--- config.mk ---
export PLATFORM = sky130hd
export DESIGN_NAME = fetch_stall_ctrl_flat
export DESIGN_NICKNAME = d
export VERILOG_FILES = /design/src/rtl/fetch_stall_ctrl_if.sv /design/src/rtl/fetch_stall_ctrl.sv /design/src/flat_wrapper.sv
export SDC_FILE = /design/constraint.sdc
export NUM_CORES = 1
export LEC_CHECK = 0
export CAP_MARGIN = 10
export CORE_MARGIN = 2
export CORE_UTILIZATION = 46
export CTS_BUF_LIST = sky130_fd_sc_hd__clkbuf_16
export CTS_CLUSTER_SIZE = 12
export DETAILED_ROUTE_END_ITERATION = 6
export PLACE_DENSITY = 0.81
export SKIP_LAST_GASP = 1
export SYNTH_ARGS = -nofsm -noshare
export SYNTH_HDL_FRONTEND = slang
export SYNTH_SLANG_ARGS = --single-unit
--- constraint.sdc ---
create_clock -name CLK -period 2.2 [get_ports CLK]
set_input_delay 0.55 -clock CLK [delete_from_list [all_inputs] [get_ports CLK]]
set_output_delay 0.55 -clock CLK [all_outputs]
set_load 0.02 [all_outputs]
--- src/rtl/fetch_stall_ctrl_if.sv ---
// Fetch-side bus between the hazard unit / instruction memory and fetch_stall_ctrl.
// The master modport is the environment; the slave modport is the fetch controller.
interface fetch_stall_ctrl_if #(
  parameter int XLEN  = 32,
  parameter int CNT_W = 16
);
  logic             stall;
  logic             flush;
  logic [XLEN-1:0]  redirect_pc;
  logic [31:0]      imem_rdata;
  logic [XLEN-1:0]  imem_addr;
  logic [XLEN-1:0]  IF_ID_PC;
  logic [31:0]      IF_ID_INSTR;
  logic             IF_ID_VALID;
  logic             ID_EX_BUBBLE;
  logic             misalign_err;
  logic [1:0]       fetch_state;
  logic [CNT_W-1:0] stall_cnt;
  logic [CNT_W-1:0] flush_cnt;

  modport master (
    output stall, flush, redirect_pc, imem_rdata,
    input  imem_addr, IF_ID_PC, IF_ID_INSTR, IF_ID_VALID, ID_EX_BUBBLE,
           misalign_err, fetch_state, stall_cnt, flush_cnt
  );

  modport slave (
    input  stall, flush, redirect_pc, imem_rdata,
    output imem_addr, IF_ID_PC, IF_ID_INSTR, IF_ID_VALID, ID_EX_BUBBLE,
           misalign_err, fetch_state, stall_cnt, flush_cnt
  );
endinterface

--- src/rtl/fetch_stall_ctrl.sv ---
// PC register and IF/ID pipeline register with stall/flush handling for the RV32I front end.
// Flush beats stall; stall beats normal advance. Event counters saturate for perf debug.
module fetch_stall_ctrl #(
  parameter int          XLEN      = 32,
  parameter logic [31:0] RESET_PC  = 32'h0000_0000,
  parameter logic [31:0] NOP_INSTR = 32'h0000_0013,
  parameter int          CNT_W     = 16
) (
  input logic               CLK,
  input logic               RSTN,
  fetch_stall_ctrl_if.slave bus
);

  typedef enum logic [1:0] {
    BOOT  = 2'd0,
    RUN   = 2'd1,
    HOLD  = 2'd2,
    REDIR = 2'd3
  } fetch_state_e;

  fetch_state_e     state_r, state_nxt_s;
  logic [XLEN-1:0]  pc_r, pc_nxt_s;
  logic [XLEN-1:0]  if_id_pc_r, if_id_pc_nxt_s;
  logic [31:0]      if_id_instr_r, if_id_instr_nxt_s;
  logic             if_id_valid_r, if_id_valid_nxt_s;
  logic             bubble_r, bubble_nxt_s;
  logic             misalign_r, misalign_nxt_s;
  logic [CNT_W-1:0] stall_cnt_r, stall_cnt_nxt_s;
  logic [CNT_W-1:0] flush_cnt_r, flush_cnt_nxt_s;

  function automatic logic [CNT_W-1:0] sat_inc(input logic [CNT_W-1:0] v);
    if (&v) begin
      return v;
    end else begin
      return v + CNT_W'(1);
    end
  endfunction

  // FSM state register
  always_ff @(posedge CLK or negedge RSTN) begin
    if (!RSTN) begin
      state_r <= BOOT;
    end else begin
      state_r <= state_nxt_s;
    end
  end

  // FSM next-state: BOOT always moves on; elsewhere flush > stall > advance
  always_comb begin
    state_nxt_s = state_r;
    case (state_r)
      BOOT: state_nxt_s = RUN;
      RUN, HOLD, REDIR: begin
        if (bus.flush) begin
          state_nxt_s = REDIR;
        end else if (bus.stall) begin
          state_nxt_s = HOLD;
        end else begin
          state_nxt_s = RUN;
        end
      end
      default: state_nxt_s = BOOT;
    endcase
  end

  // FSM outputs: next values for the PC, IF/ID register, bubble and counters
  always_comb begin
    pc_nxt_s          = pc_r;
    if_id_pc_nxt_s    = if_id_pc_r;
    if_id_instr_nxt_s = if_id_instr_r;
    if_id_valid_nxt_s = if_id_valid_r;
    bubble_nxt_s      = 1'b1;
    misalign_nxt_s    = misalign_r;
    stall_cnt_nxt_s   = stall_cnt_r;
    flush_cnt_nxt_s   = flush_cnt_r;
    case (state_r)
      RUN, HOLD, REDIR: begin
        if (bus.flush) begin
          pc_nxt_s          = {bus.redirect_pc[XLEN-1:2], 2'b00};
          if_id_pc_nxt_s    = '0;
          if_id_instr_nxt_s = NOP_INSTR;
          if_id_valid_nxt_s = 1'b0;
          flush_cnt_nxt_s   = sat_inc(flush_cnt_r);
          misalign_nxt_s    = misalign_r | (|bus.redirect_pc[1:0]);
        end else if (bus.stall) begin
          stall_cnt_nxt_s   = sat_inc(stall_cnt_r);
        end else begin
          pc_nxt_s          = pc_r + XLEN'(4);
          if_id_pc_nxt_s    = pc_r;
          if_id_instr_nxt_s = bus.imem_rdata;
          if_id_valid_nxt_s = 1'b1;
          bubble_nxt_s      = 1'b0;
        end
      end
      default: begin
        bubble_nxt_s = 1'b1;
      end
    endcase
  end

  // Datapath registers
  always_ff @(posedge CLK or negedge RSTN) begin
    if (!RSTN) begin
      pc_r          <= RESET_PC[XLEN-1:0];
      if_id_pc_r    <= '0;
      if_id_instr_r <= NOP_INSTR;
      if_id_valid_r <= 1'b0;
      bubble_r      <= 1'b0;
      misalign_r    <= 1'b0;
      stall_cnt_r   <= '0;
      flush_cnt_r   <= '0;
    end else begin
      pc_r          <= pc_nxt_s;
      if_id_pc_r    <= if_id_pc_nxt_s;
      if_id_instr_r <= if_id_instr_nxt_s;
      if_id_valid_r <= if_id_valid_nxt_s;
      bubble_r      <= bubble_nxt_s;
      misalign_r    <= misalign_nxt_s;
      stall_cnt_r   <= stall_cnt_nxt_s;
      flush_cnt_r   <= flush_cnt_nxt_s;
    end
  end

  assign bus.imem_addr    = pc_r;
  assign bus.IF_ID_PC     = if_id_pc_r;
  assign bus.IF_ID_INSTR  = if_id_instr_r;
  assign bus.IF_ID_VALID  = if_id_valid_r;
  assign bus.ID_EX_BUBBLE = bubble_r;
  assign bus.misalign_err = misalign_r;
  assign bus.fetch_state  = state_r;
  assign bus.stall_cnt    = stall_cnt_r;
  assign bus.flush_cnt    = flush_cnt_r;

endmodule

--- src/flat_wrapper.sv ---
// flat-port wrapper written by rule: the top's interface ports become plain ports
module fetch_stall_ctrl_flat 
#(
  parameter int          XLEN      = 32,
  parameter logic [31:0] RESET_PC  = 32'h0000_0000,
  parameter logic [31:0] NOP_INSTR = 32'h0000_0013,
  parameter int          CNT_W     = 16
)
  (CLK, RSTN, bus_stall, bus_flush, bus_redirect_pc, bus_imem_rdata, bus_imem_addr, bus_IF_ID_PC, bus_IF_ID_INSTR, bus_IF_ID_VALID, bus_ID_EX_BUBBLE, bus_misalign_err, bus_fetch_state, bus_stall_cnt, bus_flush_cnt);
  fetch_stall_ctrl_if #(.XLEN(XLEN), .CNT_W(CNT_W)) bus_i ();
  input logic CLK;
  input logic RSTN;
  input wire logic [$bits(bus_i.stall)-1:0] bus_stall;
  input wire logic [$bits(bus_i.flush)-1:0] bus_flush;
  input wire logic [$bits(bus_i.redirect_pc)-1:0] bus_redirect_pc;
  input wire logic [$bits(bus_i.imem_rdata)-1:0] bus_imem_rdata;
  output wire logic [$bits(bus_i.imem_addr)-1:0] bus_imem_addr;
  output wire logic [$bits(bus_i.IF_ID_PC)-1:0] bus_IF_ID_PC;
  output wire logic [$bits(bus_i.IF_ID_INSTR)-1:0] bus_IF_ID_INSTR;
  output wire logic [$bits(bus_i.IF_ID_VALID)-1:0] bus_IF_ID_VALID;
  output wire logic [$bits(bus_i.ID_EX_BUBBLE)-1:0] bus_ID_EX_BUBBLE;
  output wire logic [$bits(bus_i.misalign_err)-1:0] bus_misalign_err;
  output wire logic [$bits(bus_i.fetch_state)-1:0] bus_fetch_state;
  output wire logic [$bits(bus_i.stall_cnt)-1:0] bus_stall_cnt;
  output wire logic [$bits(bus_i.flush_cnt)-1:0] bus_flush_cnt;
  assign bus_i.stall = bus_stall;
  assign bus_i.flush = bus_flush;
  assign bus_i.redirect_pc = bus_redirect_pc;
  assign bus_i.imem_rdata = bus_imem_rdata;
  assign bus_imem_addr = bus_i.imem_addr;
  assign bus_IF_ID_PC = bus_i.IF_ID_PC;
  assign bus_IF_ID_INSTR = bus_i.IF_ID_INSTR;
  assign bus_IF_ID_VALID = bus_i.IF_ID_VALID;
  assign bus_ID_EX_BUBBLE = bus_i.ID_EX_BUBBLE;
  assign bus_misalign_err = bus_i.misalign_err;
  assign bus_fetch_state = bus_i.fetch_state;
  assign bus_stall_cnt = bus_i.stall_cnt;
  assign bus_flush_cnt = bus_i.flush_cnt;
  fetch_stall_ctrl #(.XLEN(XLEN), .RESET_PC(RESET_PC), .NOP_INSTR(NOP_INSTR), .CNT_W(CNT_W)) u_core (.CLK(CLK), .RSTN(RSTN), .bus(bus_i));
endmodule
* Word-level counts from Yosys, hierarchy flattened
Index checks and enable logic that the tools add are counted.
** Word-level totals
- Bits in registers :: 133
- Input port bits :: 68
- Output and inout bits :: 133
- Word-level logic and storage cells :: 43
** Operators by class
- Add/subtract/negate cells :: 3
- Equality and inequality tests :: 4
- Mux-type cells :: 14
- Bitwise operators :: 4
- Reductions and logical operators :: 9
** Operators by type and width (count)
- $mux W32 :: 6
- $add A16 B1 Y16 const B :: 2
- $add A32 B3 Y32 const B :: 1
- $reduce_and A16 Y1 :: 2
- $mux W1 :: 5
- $eq A2 B2 Y1 const B :: 2
- $mux W2 :: 2
- $pmux W2 S2 :: 1
- $reduce_and A2 Y1 :: 2
- $reduce_and A4 Y1 :: 1
- $not A1 Y1 :: 3
- $reduce_and A3 Y1 :: 1
- $reduce_or A3 Y1 :: 1
- $eq A2 B1 Y1 const B :: 1
- $logic_not A2 Y1 :: 1
- $ne A2 B1 Y1 const B :: 1
- $reduce_or A2 Y1 :: 1
- $or A1 B1 Y1 :: 1

* Depth between registers and ports, before layout
Gate-level depths: netlist (run 1).
- Depth after elaboration :: 3
- Depth in mapped cells :: 6
- Gate-level depth less buffers :: 6

* Worst setup path before layout (run 1)
OpenSTA, ideal clock, no wires.
- Path kind :: register to register
- From :: register u_core.pc_r[8], in the netlist u_core.bus.imem_addr[8]
- To :: register u_core.pc_r[28], in the netlist u_core.bus.imem_addr[28]
- Arrival :: 1844 ps
- Path slack :: 230 ps
- Cell stages (with the launch flop) :: 7
- Path buffers :: 1
- Clock period less this slack :: 1970 ps
- Path through :: dfrtp_1 > buf_2 > nand4_1 > nor4_4 > nand4_1 > mux2i_1 > a221o_1
** On the way
- Word-level cells in the longest chain between the ends :: 3
** RTL lines
- from (decl) :: line fetch_stall_ctrl.sv:22 : logic [XLEN-1:0] pc_r, pc_nxt_s;
- from (signal assigned) :: line fetch_stall_ctrl.sv:104 : pc_r <= RESET_PC[XLEN-1:0];
- from (signal assigned) :: line fetch_stall_ctrl.sv:113 : pc_r <= pc_nxt_s;
- $add A32 B3 Y32 :: line fetch_stall_ctrl.sv:88 : pc_nxt_s = pc_r + XLEN'(4);
- $mux W32 :: line fetch_stall_ctrl.sv:85 : end else if (bus.stall) begin
- $mux W32 :: line fetch_stall_ctrl.sv:78 : if (bus.flush) begin
Every way passes these cells. The select of a mux whose other input is x is not followed.
A chain may end at the register's enable or synchronous reset.

* Worst setup path in the final report (run 1)
- From :: register u_core.pc_r[4], in the netlist u_core.bus.imem_addr[4]
- To :: output port bus_imem_addr[4]
** RTL lines
- to (decl) :: line flat_wrapper.sv:17 : output wire logic [$bits(bus_i.imem_addr)-1:0] bus_imem_addr;
No word-level cell between the ends.

==> metrics.md, run 1 <==
| Metric | Value |
|---|---|
| Overflow after GRT | `0` |
| Total track usage | `0.267` |
| Core Region | `12500 µm²` |
| Syn Inst Count | `538` |
| Cts bufs inserted | `17` |
| Placed Area | `8360 µm²` |
| CTS Buffer Depth | `2` |
| Synth Area in Adders | `0.00646` |
| Max Slew Vio Count | `0` |
| Cell family with most CP delay | `buffers and inverters` |
| CP endpoint kind | `output port` |
| CTS tree | `done` |
| Minimum clock period after layout | `2130 ps` |
| Synth Register Bits | `130` |
| Final Cell Area | `8940 µm²` |
| Via density | `5.60` |
| Largest family of logic cells by synthesized area | `simple AND/OR/NAND/NOR gates` |
| Slew HR | `0.655` |
| CP Data Required Time | `1650 ps` |
| Hold Violations, Final | `0` |
| Number of synthesized flops with an enable pin | `0` |
| Port Buf Inserts | `198` |
| Row cnt | `41` |
| Post-Route WL | `17600 µm` |
| Synth top area share | `0.547` |
| Arrival time at the worst endpoint | `1580 ps` |
| Unrepaired setup endpoints after global routing | `no` |
| GPL Wtd Cong | `0.867` |
| Commonest non-fill, non-tap cell in the layout | `clkdlybuf4s50_1` |
| Fraction of layout cells with a size suffix above 1 | `0.132` |
| Crit path max-delay cell type | `clkdlybuf4s50_1` |
| Cell taking the most area after synthesis | `dfrtp_1` |
| Mean post-synth cell area | `10.8 µm²` |
| Max Clk Rate | `0.470 GHz` |
| Nets@finish | `851` |
| WS Path Type | `reg -> out` |
| Clock Skews | `7.75 ps` |
| Routed wl met2 | `8490 µm` |
| Final setup fails | `0` |
| Worst setup SP type | `flop` |
| IO Count | `201` |
| Latest clock arrival within the worst-skew pair | `420 ps` |
| Max Used Layer | `met4` |
| Worst hold path type | `in -> async` |
| CTS H-tree lvls | `4` |
| Diodes inserted | `0` |
| PwrDens | `872 nW/µm²` |
| Synth cell types | `58` |
| Clk root buf | `clkbuf_16` |
| Initial antenna violation count | `0` |
| Per-cell routed wire length | `18.3 µm` |
| Die Y | `116 µm` |
| Utilization after layout | `0.717` |
| Slew of the pin with the lowest slew margin | `515 ps` |
| Total number of vias | `5400` |
| VDD IR max | `0.000590 V` |
| DRT iter0 DRCs | `345` |
| Pin count of the biggest net entering global routing | `37` |
| DR pass1 iterations | `4` |
| Final Power | `7.80 mW` |
| Synth async-reset ratio | `1.00` |
| Multi-input logic area | `2420 µm²` |
| Worst path bufs/invs | `1` |
| Area share of xor/xnor cells in the synthesized design | `0.0362` |
| # Max-Cap Violations | `0` |
| Final Cycle Share | `0.968` |
| Reg clk slew, reported paths | `60 ps` |
| Post-synthesis mux area share | `0.0179` |
| Post-route ant nets | `0` |
| Post-synthesis sequential area ratio | `0.560` |
| Simple-gate share of the synthesized area | `0.179` |
| Number of remaining DRC errors | `0` |
| Ys flop type | `dfrtp_1` |
| Vias in the first global route | `5301` |
| CP max stage delay | `660 ps` |
| Area Growth Syn to Fin | `53.8%` |
| Initial core utilization | `0.466` |
| Status | `finished clean` |
| Fillers | `918` |
| Worst-path cell chain | `clkdlybuf4s50_1` |
| Synth Cell Area | `5810 µm²` |
| Seq. cell area | `3260 µm²` |
| WHS | `14.7 ps` |
| Leak | `3.89 nW` |
| Ranking of synthesized cells by area | `dfrtp_1, a22o_1, nand2_1` |
| Synth warn | `0` |
| Met1 WL | `7430 µm` |
| Synth Area in Compound Gates | `0.172` |
| CTS sink cnt | `130` |
| Post-detail-place hpwl | `12700 µm` |
| Critical-path maximum fanout | `8` |
| Die area | `13600 µm²` |
| Die width | `116 µm` |
| Most frequent cells in the layout | `clkdlybuf4s50_1, dfrtp_1, a22o_1, buf_4, nand2_1` |
| WL met3 | `1330 µm` |
| First-pass GRT wire length | `27700 µm` |
cells in the mapped netlist (7+ instances only):
library cell and n:
and3_1 10, nand2_1 48, nand4_1 23, mux2i_1 7
a21oi_1 19, xor2_1 10, nor2_1 33, nor3_1 13
clkbuf_1 19, and2_1 7, nand3_1 30, dfrtp_1 127
xnor2_1 14, o21ai_0 18, a22o_1 51, o22ai_1 12
path summary, 6_finish.rpt:
kind / startpoint / endpoint / slack (ps) / depth (start not counted)
worst max-delay path: u_core.bus.imem_addr[4]$_DFFE_PN0P_ / bus_imem_addr[4] / 70 / 1
worst min-delay path: RSTN / u_core.bus.flush_cnt[15]$_DFFE_PN0P_ / 10 / 1
worst max register to register: u_core.bus.imem_addr[2]$_DFFE_PN0P_ / u_core.bus.imem_addr[20]$_DFFE_PN0P_ / 190 / 7
worst min register to register: u_core.bus.IF_ID_PC[15]$_DFFE_PN0P_ / u_core.bus.IF_ID_PC[15]$_DFFE_PN0P_ / 470 / 2
max in group asynchronous: RSTN / u_core.bus.IF_ID_INSTR[2]$_DFFE_PN0P_ / 1510 / 2
min in group CLK: u_core.bus.IF_ID_PC[15]$_DFFE_PN0P_ / u_core.bus.IF_ID_PC[15]$_DFFE_PN0P_ / 470 / 2
cells by family (layout without fill, tap and decap cells):
kind of cell / Yosys count / after routing
adders and majority gates: 3 / 3
DFF: 130 / 130
other: 1 / 2
muxes: 10 / 10
and+or+nand+nor: 196 / 196
xor gates and xnor gates: 24 / 24
buffers and inverters: 37 / 291
AOI/OAI and AO/OA: 137 / 137
layer usage:
layer / vias to the layer above / track usage
met3: 30 / 0.0825
met2: 214 / 0.421
met5: - / 0
met4: 0 / 0.103
met1: 2668 / 0.346
li1: 2488 / -
sequential cells by signal (all words and copies together), names as in the netlist:
name and count:
u_core.bus.ID_EX_BUBBLE 1, u_core.bus.IF_ID_INSTR 32, u_core.bus.IF_ID_PC 31, u_core.bus.IF_ID_VALID 1, u_core.bus.fetch_state 2, u_core.bus.flush_cnt 16
u_core.bus.imem_addr 30, u_core.bus.misalign_err 1, u_core.bus.stall_cnt 16
metrics by stage:
stage / TNS [ps] / instances / worst slack [ps]
after floorplan: 0 / 539 / 230
after detailed placement: -546 / 933 / -195
final: 0 / 965 / 71.0
after CTS: 0 / 965 / 31.3
after global routing: 0 / 965 / 7.06
after global placement: -188 / 933 / -99.6
what timing repair did:
item,CTS,global route
endpoints found under the hold margin,0,0
resized for setup,0,3
setup endpoints to repair,0,3
buffers inserted,0,0
hold buffers,0,0
power by group:
group	internal, mW	leakage (nW)	switching, mW
Combinational	0.972	1.96	0.992
Clock	1.75	0.281	1.02
Sequential	2.69	1.65	0.376
final cells by class:
class	count	share of cell area
clock inverters	15	0.0168
repair buffers	253	0.274
multi-input cells	372	0.271
inverters	6	0.00252
well taps	172	0.0241
clock buffers	17	0.0476
flip-flops and latches	130	0.364
Power figures use the tool's default switching activity.
==> inputs of run 2 (changes only) <==
CAP_MARGIN = 20   (was 10)
==> results of run 2 <==
Final layout, timing and power as in run 1 (identical DEF).
==> inputs of run 3 (changes only) <==
PLACE_DENSITY = 0.8   (was 0.81)
==> metrics.md, run 3 (synthesis gave the netlist of run 1 again) <==
| Metric | Value |
|---|---|
| Post-CTS Setup Bufs | `0 (unchanged)` |
| Pin count of the biggest net entering global routing | `50 (+35%)` |
| Area Growth Syn to Fin | `51.8%` |
| Placed Instances | `925 (-0.86%)` |
| Leak | `3.85 nW (-1.1%)` |
| Nets@finish | `843 (-0.94%)` |
| Final setup fails | `0 (unchanged)` |
| Crit path max-delay cell type | `clkdlybuf4s50_1` |
| Sequential Power Share | `0.409 (+0.016)` |
| Worst-path cell chain | `clkdlybuf4s50_1` |
| Minimum clock period after layout | `2140 ps (+13.9 ps)` |
| Commonest non-fill, non-tap cell in the layout | `clkdlybuf4s50_1` |
| Utilization after layout | `0.708 (-0.00944)` |
| Latest clock arrival within the worst-skew pair | `420 ps (about the same)` |
| Post-Layout Cell Count | `956 (-0.93%)` |
| Worst hold path type | `in -> async` |
| Die area | `13600 µm² (unchanged)` |
| Pint | `5.15 mW (-4.8%)` |
| Max Clk Rate | `0.467 GHz (-0.65%)` |
| Psw | `2.32 mW (-2.6%)` |
| CTS Buffer Depth | `2 (unchanged)` |
| Core Region | `12500 µm² (unchanged)` |
| CTS sink cnt | `130 (unchanged)` |
| Overflow after GRT | `0 (unchanged)` |
| GPL Wtd Cong | `0.856 (-1.2%)` |
| WL met3 | `1410 µm (+6.6%)` |
| Worst path bufs/invs | `1 (unchanged)` |
| CTS H-tree lvls | `4 (unchanged)` |
| CTS tree | `done` |
| Total track usage | `0.269 (+0.00233)` |
| Critical-path maximum fanout | `8 (unchanged)` |
| Via density | `5.61 (+0.18%)` |
| Die width | `116 µm (unchanged)` |
| Final Cycle Share | `0.974 (+0.00634)` |
| PwrDens | `847 nW/µm² (-2.9%)` |
| Per-cell routed wire length | `18.2 µm (-0.24%)` |
| Clk root buf | `clkbuf_16` |
| Most frequent cells in the layout | `clkdlybuf4s50_1, dfrtp_1, a22o_1, nand2_1, buf_4` |
| Logic pwr share | `0.262 (+0.010)` |
| Initial core utilization | `0.466 (unchanged)` |
| Post-Route WL | `17400 µm (-1.2%)` |
| CP endpoint kind | `output port` |
| Max Used Layer | `met4` |
| CP Data Required Time | `1650 ps (about the same)` |
| Die Y | `116 µm (unchanged)` |
| VDD IR max | `0.000603 V (+2.1%)` |
| Arrival time at the worst endpoint | `1590 ps (about the same)` |
| WHS | `52.9 ps (+38.1 ps)` |
| Worst setup SP type | `flop` |
| Sw Share | `0.311 (+0.00487)` |
| Vias in the first global route | `5318 (+0.32%)` |
| Fraction of layout cells with a size suffix above 1 | `0.115 (-0.0176)` |
| First-pass GRT wire length | `27700 µm (+0.15%)` |
| Initial antenna violation count | `0 (unchanged)` |
| Diodes inserted | `0 (unchanged)` |
| Max reg flops | `32 (unchanged)` |
| Unrepaired setup endpoints after global routing | `no` |
| CP max stage delay | `670 ps (about the same)` |
| Clock share of power | `0.329 (-0.026)` |
| Reg clk slew, reported paths | `60 ps (about the same)` |
| Slew of the pin with the lowest slew margin | `531 ps (+16.1 ps)` |
| WS Path Type | `reg -> out` |
| Routed wl met2 | `8390 µm (-1.2%)` |
| DR pass1 iterations | `5 (+1)` |
| Met1 WL | `7260 µm (-2.3%)` |
| Number of remaining DRC errors | `0 (unchanged)` |
| Total number of vias | `5359 (-0.76%)` |
| DRT iter0 DRCs | `339 (-1.7%)` |
| Max Slew Vio Count | `0 (unchanged)` |
| Post-detail-place hpwl | `12500 µm (-2.0%)` |
| Hold Violations, Final | `0 (unchanged)` |
| Setup TNS | `0 ps (unchanged)` |
| Clock Skews | `7.06 ps (-0.689 ps)` |
| Port Buf Inserts | `198 (unchanged)` |
| Cell family with most CP delay | `buffers and inverters` |
| Post-route ant nets | `0 (unchanged)` |
| Status | `finished clean` |
| Final Power | `7.47 mW (-4.2%)` |
| Slew HR | `0.644 (-0.0108)` |
| IO Count | `201 (unchanged)` |
| # Max-Cap Violations | `0 (unchanged)` |
| Row cnt | `41 (unchanged)` |
| Cts bufs inserted | `17 (unchanged)` |
-- run 3: power by group through the flow --
stage               registers (mW)  clock network (mW)  logic (mW)
finish                        3.06                2.46        1.95
global route                  3.11                2.64        2.10
CTS                           3.05                2.49        1.97
detailed placement            3.08                   0        1.96
global placement              3.06                   0        1.91
floorplan                     3.38                   0       0.554
-- run 3: timing repair --
item / CTS / global route
hold buffers: 0 / 0
endpoints found under the setup margin: 0 / 3
resized for setup: 0 / 3
-- run 3: layout make-up --
cell class	count	area, µm²
clock inverters	14	82.6
multi-input cells	372	2420
inverters	6	22.5
flip-flops and latches	130	3260
well taps	172	215
clock buffers	17	425
repair buffers	245	2400
fillers	933	3640
-- run 3: stage by stage --
step | area, µm² | setup slack [ps]
floorplan | 5820 | 230
finish | 8820 | 57.0
CTS | 8820 | 13.5
detailed placement | 8310 | -186
global route | 8820 | 2.92
global placement | 8310 | -145
-- run 3: path summary, 6_finish.rpt --
check | from | end | slack, ps | cells past startpoint
max | u_core.bus.imem_addr[16]$_DFFE_PN0P_ | bus_imem_addr[16] | 60 | 1
min | RSTN | u_core.bus.IF_ID_INSTR[28]$_DFFE_PN0P_ | 50 | 1
max reg2reg | u_core.bus.imem_addr[3]$_DFFE_PN0P_ | u_core.bus.imem_addr[16]$_DFFE_PN0P_ | 190 | 6
min reg2reg | u_core.bus.IF_ID_PC[17]$_DFFE_PN0P_ | u_core.bus.IF_ID_PC[17]$_DFFE_PN0P_ | 470 | 2
max in group asynchronous | RSTN | u_core.bus.IF_ID_INSTR[8]$_DFFE_PN0P_ | 1520 | 2
min in group CLK | u_core.bus.IF_ID_PC[17]$_DFFE_PN0P_ | u_core.bus.IF_ID_PC[17]$_DFFE_PN0P_ | 470 | 2
-- run 3: routing by layer --
metal / vias up / track usage
met5: - / 0
met4: 0 / 0.110
met3: 31 / 0.0835
met2: 198 / 0.422
met1: 2658 / 0.350
li1: 2472 / -
